$ cat src/rtl/matrix_result_accum_4x4x16.sv
// Accumulates K signed 32-bit 4x4 tiles and requantizes them to signed 16-bit.
// The result drains one row per valid/ready handshake.
module matrix_result_accum_4x4x16 #(
  parameter int ACC_W      = 40,
  parameter int OUT_W      = 16,
  parameter int TILE_CNT_W = 8
) (
  input  logic                        clk,
  input  logic                        reset,
  input  logic                        in_valid,
  output logic                        in_ready,
  input  logic [0:3][0:3][31:0]       in_results,
  input  logic [TILE_CNT_W-1:0]       k_tiles,
  input  logic [4:0]                  shift,
  input  logic                        relu_en,
  output logic                        out_valid,
  input  logic                        out_ready,
  output logic [0:3][OUT_W-1:0]       out_row,
  output logic [1:0]                  out_row_idx,
  output logic                        out_last,
  output logic                        busy,
  output logic                        sat_flag
);

  typedef enum logic [1:0] {IDLE, ACCUM, DRAIN} state_t;

  state_t                        state, state_nxt;
  logic [0:3][0:3][ACC_W-1:0]    acc;
  logic [TILE_CNT_W-1:0]         k_q, cnt, cnt_inc;
  logic [4:0]                    sh_q;
  logic                          relu_q;
  logic                          accept, k_one, drain_done, load_row;
  logic [1:0]                    nxt_idx;
  logic [0:3][OUT_W-1:0]         nxt_row;
  logic                          row_sat;
  logic [ACC_W:0]                rnd;
  logic signed [ACC_W:0]         rq_sum [0:3];
  logic signed [ACC_W:0]         rq_v   [0:3];

  function automatic logic [ACC_W-1:0] sext(input logic [31:0] x);
    return {{(ACC_W-32){x[31]}}, x};
  endfunction

  // Gated by reset so the block never advertises readiness while held in reset.
  assign in_ready   = reset && (state != DRAIN);
  assign accept     = in_valid && in_ready;
  assign busy       = (state != IDLE);
  assign cnt_inc    = cnt + TILE_CNT_W'(1);
  assign k_one      = (k_tiles <= TILE_CNT_W'(1));
  assign drain_done = out_valid && out_ready && out_last;
  assign load_row   = (state == DRAIN) && (!out_valid || (out_ready && !out_last));

  always_ff @(posedge clk or negedge reset) begin
    if (!reset) state <= IDLE;
    else        state <= state_nxt;
  end

  always_comb begin
    state_nxt = state;
    case (state)
      IDLE:    if (accept) state_nxt = k_one ? DRAIN : ACCUM;
      ACCUM:   if (accept && (cnt_inc == k_q)) state_nxt = DRAIN;
      DRAIN:   if (drain_done) state_nxt = IDLE;
      default: state_nxt = IDLE;
    endcase
  end

  // Requantize the row about to be presented: round half up, ReLU, saturate.
  assign nxt_idx = out_valid ? out_row_idx + 2'd1 : 2'd0;
  assign rnd     = (sh_q == 5'd0) ? '0 : ((ACC_W+1)'(1) << (sh_q - 5'd1));

  always_comb begin
    row_sat = 1'b0;
    nxt_row = '0;
    for (int unsigned c = 0; c < 4; c++) begin
      rq_sum[c] = $signed({acc[nxt_idx][c][ACC_W-1], acc[nxt_idx][c]}) + $signed(rnd);
      rq_v[c]   = rq_sum[c] >>> sh_q;
      if (relu_q && rq_v[c][ACC_W]) rq_v[c] = '0;
      if (rq_v[c][ACC_W:OUT_W-1] != {(ACC_W-OUT_W+2){rq_v[c][ACC_W]}}) begin
        row_sat    = 1'b1;
        nxt_row[c] = rq_v[c][ACC_W] ? {1'b1, {(OUT_W-1){1'b0}}} : {1'b0, {(OUT_W-1){1'b1}}};
      end else begin
        nxt_row[c] = rq_v[c][OUT_W-1:0];
      end
    end
  end

  always_ff @(posedge clk or negedge reset) begin
    if (!reset) begin
      acc         <= '0;
      k_q         <= '0;
      cnt         <= '0;
      sh_q        <= '0;
      relu_q      <= 1'b0;
      sat_flag    <= 1'b0;
      out_valid   <= 1'b0;
      out_row     <= '0;
      out_row_idx <= '0;
      out_last    <= 1'b0;
    end else begin
      if (accept) begin
        for (int unsigned r = 0; r < 4; r++)
          for (int unsigned c = 0; c < 4; c++)
            acc[r][c] <= (state == IDLE) ? sext(in_results[r][c])
                                         : acc[r][c] + sext(in_results[r][c]);
        if (state == IDLE) begin
          k_q      <= k_one ? TILE_CNT_W'(1) : k_tiles;
          sh_q     <= shift;
          relu_q   <= relu_en;
          cnt      <= TILE_CNT_W'(1);
          sat_flag <= 1'b0;
        end else begin
          cnt <= cnt_inc;
        end
      end
      if (load_row) begin
        out_valid   <= 1'b1;
        out_row     <= nxt_row;
        out_row_idx <= nxt_idx;
        out_last    <= (nxt_idx == 2'd3);
        if (row_sat) sat_flag <= 1'b1;
      end else if ((state == DRAIN) && drain_done) begin
        out_valid   <= 1'b0;
        out_last    <= 1'b0;
        out_row_idx <= '0;
      end
    end
  end

endmodule

$ cat config.mk
export PLATFORM = sky130hd
export DESIGN_NAME = matrix_result_accum_4x4x16
export DESIGN_NICKNAME = d
export VERILOG_FILES = /design/src/rtl/matrix_result_accum_4x4x16.sv
export SDC_FILE = /design/constraint.sdc
export NUM_CORES = 2
export LEC_CHECK = 0
export BUFFER_PORTS_ARGS = -buffer_cell sky130_fd_sc_hd__buf_2
export CAP_MARGIN = 10
export CORE_AREA = 8 8 504 506
export DETAILED_ROUTE_END_ITERATION = 8
export DIE_AREA = 0 0 512 514
export HOLD_SLACK_MARGIN = 0.15
export PLACE_DENSITY_LB_ADDON = 0.2
export SYNTH_ARGS = -nofsm -noshare
export SYNTH_HDL_FRONTEND = slang
export SYNTH_SLANG_ARGS = --single-unit
$ cat constraint.sdc
create_clock -name clk -period 13.95 [get_ports clk]
set_input_delay 2.79 -clock clk [delete_from_list [all_inputs] [get_ports clk]]
set_output_delay 2.79 -clock clk [all_outputs]
set_load 0.1 [all_outputs]
* Yosys cells after proc, flatten, opt, wreduce, memory -nomap -nowiden
Cells that the tools add are included.
Widths: inputs -> output; s select.
** Storage, ports and cells
- Bits in registers :: 733
- Memory bits (read-only) :: 0
- Word-level logic and storage cells :: 146
- Output and inout bits :: 71
- Bits in latches :: 0
- RAM bits :: 0
- Memories :: 0
** Operators by class
- $add $sub $neg :: 23
- Multipliers :: 0
- Divide/modulo/power cells :: 0
- Reductions and logical operators :: 21
- Mux-type cells :: 53
- Shifts and indexed selects :: 5
- Order comparisons :: 2
- Equality and inequality tests :: 12
- Bitwise gates (word level) :: 1
** Operators with widths (count)
- $add 40x40->40 :: 16
- $mux 40 :: 16
- $bmux 160 s2 :: 1
- $mux 160 :: 2
- $mux 41 :: 5
- $add 40x41->41 :: 4
- $sshr 41x5->41 :: 4
- $mux 16 :: 8
- $ne 25x25->1 :: 4
- $shl 1x5->41 const A :: 1
- $mux 8 :: 2
- $mux 2 :: 7
- $logic_and 1x1->1 :: 12
- $mux 1 :: 11
- $add 8x1->8 const B :: 1
- $eq 8x8->1 :: 1
- $le 8x1->1 const B :: 1
- $ne 2x2->1 const B :: 4
- $pmux 2 s3 :: 1
- $logic_not 5->1 :: 1
- $sub 5x1->5 const B :: 1
- $eq 2x2->1 const B :: 2
- $reduce_bool 2->1 :: 2
- $ge 3x3->1 const B :: 1
- 8 further kinds :: 9

* Depth between registers and ports, before layout
- Word-level depth :: 17
- Gate-level depth with buffers :: 35
- Mapped depth without buffers :: 23

* Least setup slack after synthesis
Ideal clock, no wire load.
- Path kind :: register to register
- From :: register out_row_idx[0]
- To :: register out_row[10] (netlist bit)
- Library setup time :: 69 ps
- Setup slack :: 4602 ps
- Buffers on the path :: 12
- Cell stages (with the launch flop) :: 34
- Arrival :: 9279 ps
- Clock period less this slack :: 9348 ps
- Cell sequence :: dfrtp_1 > buf_4 > buf_6 > nand2b_4 > buf_6 > buf_6 > buf_8 > buf_2 > buf_2 > buf_1 > clkbuf_1 > buf_1 > mux4_2 > ha_1 > clkbuf_1 > and3_1 > a221oi_1 > o21ai_0 > a311oi_1 > o21ai_0 > and3_1 > clkbuf_1 > o311a_1 > nor4_2 > inv_1 > mux4_2 > mux4_2 > or3_1 > o22ai_1 > a41oi_1 > a31oi_1 > nand2_1 > a211oi_4 > a221o_1
** On the way
- Cells in the longest elaborated chain, start to end :: 12
** RTL lines
- from (decl) :: line 19 : output logic [1:0] out_row_idx,
- from (signal assigned) :: line 119 : out_row_idx <= nxt_idx;
- $add 2x1->2 * :: line 69 : assign nxt_idx = out_valid ? out_row_idx + 2'd1 : 2'd0;
- $mux 2 * :: line 69
- $not 2->3 (not written as such) * :: line 76 : rq_sum[c] = $signed({acc[nxt_idx][c][ACC_W-1], acc[nxt_idx][c]}) + $signed(rnd);
- $bmux 160 s2 * :: line 76
- $mux 160 (not written as such) * (2 in series) :: line 76
- $add 40x41->41 * :: line 76
- $sshr 41x5->41 * :: line 77 : rq_v[c] = rq_sum[c] >>> sh_q;
- $logic_and 1x1->1 :: line 78 : if (relu_q && rq_v[c][ACC_W]) rq_v[c] = '0;
- $mux 41 * :: line 78
- $ne 25x25->1 or $mux 16 (tied branches) :: line 79, 81
- $mux 16 * :: line 79 : if (rq_v[c][ACC_W:OUT_W-1] != {(ACC_W-OUT_W+2){rq_v[c][ACC_W]}}) begin
- to (signal assigned) :: line 118 : out_row <= nxt_row;
- to (decl) :: line 18 : output logic [0:3][OUT_W-1:0] out_row,
Every way passes the cells marked *; elsewhere a longest branch is shown, timed or not. The select of a mux whose other input is x is not followed.
A chain may end at the register's enable or synchronous reset.

* Worst setup path in the final report
- From :: register sh_q[3]
- To :: register out_row[19] (netlist bit)
** On the way
- Cells in the longest elaborated chain, start to end :: 9
** RTL lines
- from (decl) :: line 30 : logic [4:0] sh_q;
- from (signal assigned) :: line 108 : sh_q <= shift;
- $sub 5x1->5 :: line 70 : assign rnd = (sh_q == 5'd0) ? '0 : ((ACC_W+1)'(1) << (sh_q - 5'd1));
- $shl 1x5->41 :: line 70
- $mux 41 :: line 70
- $add 40x41->41 :: line 76
- $sshr 41x5->41 * :: line 77
- $logic_and 1x1->1 :: line 78
- $mux 41 * :: line 78
- $ne 25x25->1 or $mux 16 (tied branches) :: line 79, 81
- $mux 16 * :: line 79
Every way passes the cells marked *; elsewhere a longest branch is shown, timed or not.

==> summary.md <==
| Metric | Value |
|---|---|
| Full die area | `263000 µm²` |
| WP data arrival | `a little over 10 ns` |
| First-pass DRT Iterations | `9` |
| Setup crit end kind | `register` |
| First-pass GRT wire length | `566 mm` |
| Yosys warns | `0` |
| Synth-to-Final Area Change | `11.0%` |
| IO Count | `601` |
| Filler cells | `25400` |
| Vias in the first global route | `~83000` |
| Tcrit/Tclk final | `67.2%` |
| Post-synth EDFFs | `0` |
| CP Max Fanout | `between 60 and 70` |
| Synthesized area per cell | `7.63 µm²` |
| RD Place Congestion | `approximately 0.99` |
| Worst-case clock skew | `0.0336 ns` |
| Post-CTS Hold Buffers | `0` |
| Post-synthesis sequential area ratio | `21.4%` |
| Die Height | `514 µm` |
| Share of flip-flops with an asynchronous set or reset | `100%` |
| Clock Latency Late Sink | `around 0.78 ns` |
| Main flop type after synthesis | `dfrtp_1` |
| Initial antenna violation count | `68` |
| Share of cells above drive strength 1 | `11.7%` |
| Mapped Area | `85700 µm²` |
| Layout net count | `12700` |
| Commonest non-fill, non-tap cell in the layout | `nand2_1` |
| CTS tree | `yes` |
| Yosys cell types | `140` |
| Data required time of the worst path | `14.65 ns` |
| Final wirelength | `389 mm` |
| Slew HR | `16.2%` |
| GRT Total Usage | `28.0%` |
| Fmax | `107 MHz` |
| Core area | `247000 µm²` |
| Initial DRC Count | `about 8900` |
| H-tree depth | `3` |
| IO Port Bufs | `600` |
| Post-CTS setup buffer count | `0` |
| Post-CTS Resized | `0` |
| Sum Neg Setup Slack | `0 ns` |
| Synth Register Bits | `about 730` |
| Slowest stage delay, CP | `0.77 ns` |
| Post-place setup slack | `4.89 ns` |
| Cells after Synth | `11200` |
| Vias | `just under 90000` |
| Residual DRC | `0` |
| Final setup viols | `0` |
| Register area | `roughly 18000 µm²` |
| CTS Sinks | `733` |
| MaxCap Viol Count | `0` |
| Starting Density | `34.8%` |
| ANT nets after route | `0` |
| Non-Filler Instances | `14800` |
| Reg clk slew, reported paths | `0.06 ns` |
| Total gr overflow | `0` |
| PnR worst setup slack | `4.57 ns` |
| Wire per inst | `26.2 µm` |
| Critical Path Start Type | `register` |
| Chip width | `512 µm` |
| Status | `finished, final reports clean` |
| Row cnt | `183` |
| Area occupied by multi-input gates | `approximately 64000 µm²` |
| Critical path's slowest cell | `dfrtp_4` |
| Placed insts | `14600` |
| RSZ-0062 raised after global routing | `no` |
| Crit path time final | `9.38 ns` |
| Tightest Hold Check Type | `reg -> reg` |
| Clock root buffer master | `clkbuf_16` |
| Hold Fails Final Rpt | `0` |
| Hpwl dp | `304 mm` |
| Worst-Margin Slew | `around 1.3 ns` |
| Max Buffers Root-to-Sink | `3` |
| Fin util | `between 30% and 40%` |
| Num CTS Buffers | `between 90 and 100` |
| Vias/cell | `around 6` |
| Most frequent cells in the layout | `nand2_1 (1360), a21oi_1 (1194), nor2_1 (1079)` |
| Critical path class | `reg -> reg` |
| Pin count of the biggest net entering global routing | `199` |
| Pins Over Slew Limit | `0` |
-- flip-flops by register name (all words and copies together), names as in the netlist --
register / flops
acc: 640
out_row: 64
cnt: 8
k_q: 8
sh_q: 5
out_row_idx: 2
state: 2
out_last: 1
out_valid: 1
relu_q: 1
sat_flag: 1
-- Yosys cell counts (74+ instances only) --
library cell  count  area [µm²]
a211oi_1        174        1310
inv_1           252         946
nor2_1         1101        4130
a21oi_1        1195        5980
nor3_1          281        1410
a21o_1          240        1800
dfrtp_1         733       18300
mux2_2           90        1010
o21bai_1         80         601
mux4_2          121        2730
and3_1          127         795
and2_1          104         651
clkbuf_1        442        1660
or3_1           103         644
nor2b_1          96         601
ha_1            699        8750
o21a_1          105         788
o211ai_1         95         713
a31oi_1         168        1050
nand2b_1        107         669
xor2_1          227        1990
o21ai_0        1042        5220
mux2i_1         202        2020
xnor2_1         416        3640
nand3_1         251        1260
nand4_1          74         463
buf_1            79         297
nand2_1        1361        5110
-- layer usage --
metal / track usage (%) / share of wire, % / vias to the layer above
met1: 40.7 / 47 / 43500
met4: 9.49 / 3.7 / 30
met5: 0 / 0.050 / -
li1: - / - / 42000
met3: 4.40 / 7.3 / 535
met2: 41.9 / 42 / 3375
-- cells by family (layout without fill, tap and decap cells) --
family	count (synthesis)	after routing	synth area share, %
and+or+nand+nor	3923	3923	21.3
DFF	733	733	21.4
AOI/OAI and AO/OA	3905	3905	28.8
buffers and inverters	851	1176	4.07
muxes	423	423	6.89
other	1	33	0.00438
xor gates and xnor gates	651	651	6.74
adders and majority gates	738	738	10.9
-- stage by stage --
stage / area, µm² / hold WS (ns)
after detailed placement: 91600 / 0.460
after CTS: 95100 / 0.474
after global routing: 95100 / 0.497
after floorplan: 85700 / 0.458
final: 95100 / 0.466
after global placement: 91600 / 0.467
-- path summary, 6_finish.rpt --
path                        startpoint          end  slack, ns  cells after the start
max reg2reg                    sh_q[3]  out_row[19]       4.57                     26
max                            sh_q[3]  out_row[19]       4.57                     26
max in group asynchronous        reset     acc[101]       8.98                      4
min reg2reg                out_row[47]  out_row[47]       0.47                      2
min                        out_row[47]  out_row[47]       0.47                      2
min in group asynchronous        reset     acc[354]       1.98                      1
-- worst max-delay path: cells and delay by family (launching register included) --
| family | cells | cell delay, ns |
|---|---|---|
| compound gates | 13 | 4.34 |
| buf+inv | 4 | 1.83 |
| simple gates | 6 | 1.18 |
| flops | 1 | 0.77 |
| mux | 2 | 0.60 |
| fa+ha+maj | 1 | 0.50 |
-- layout make-up --
type	instances	area share (%)
Clock buffer	136	2.99
Antenna cell	29	0.0763
Sequential cell	733	19.3
Timing Repair Buffer	740	4.40
Clock inverter	43	0.630
Multi-Input combinational cell	9644	67.3
Tap cell	3237	4.26
Inverter	257	1.03
Power is not shown: default switching activity piles up to over one toggle a cycle in this logic, so the estimate is an artifact.
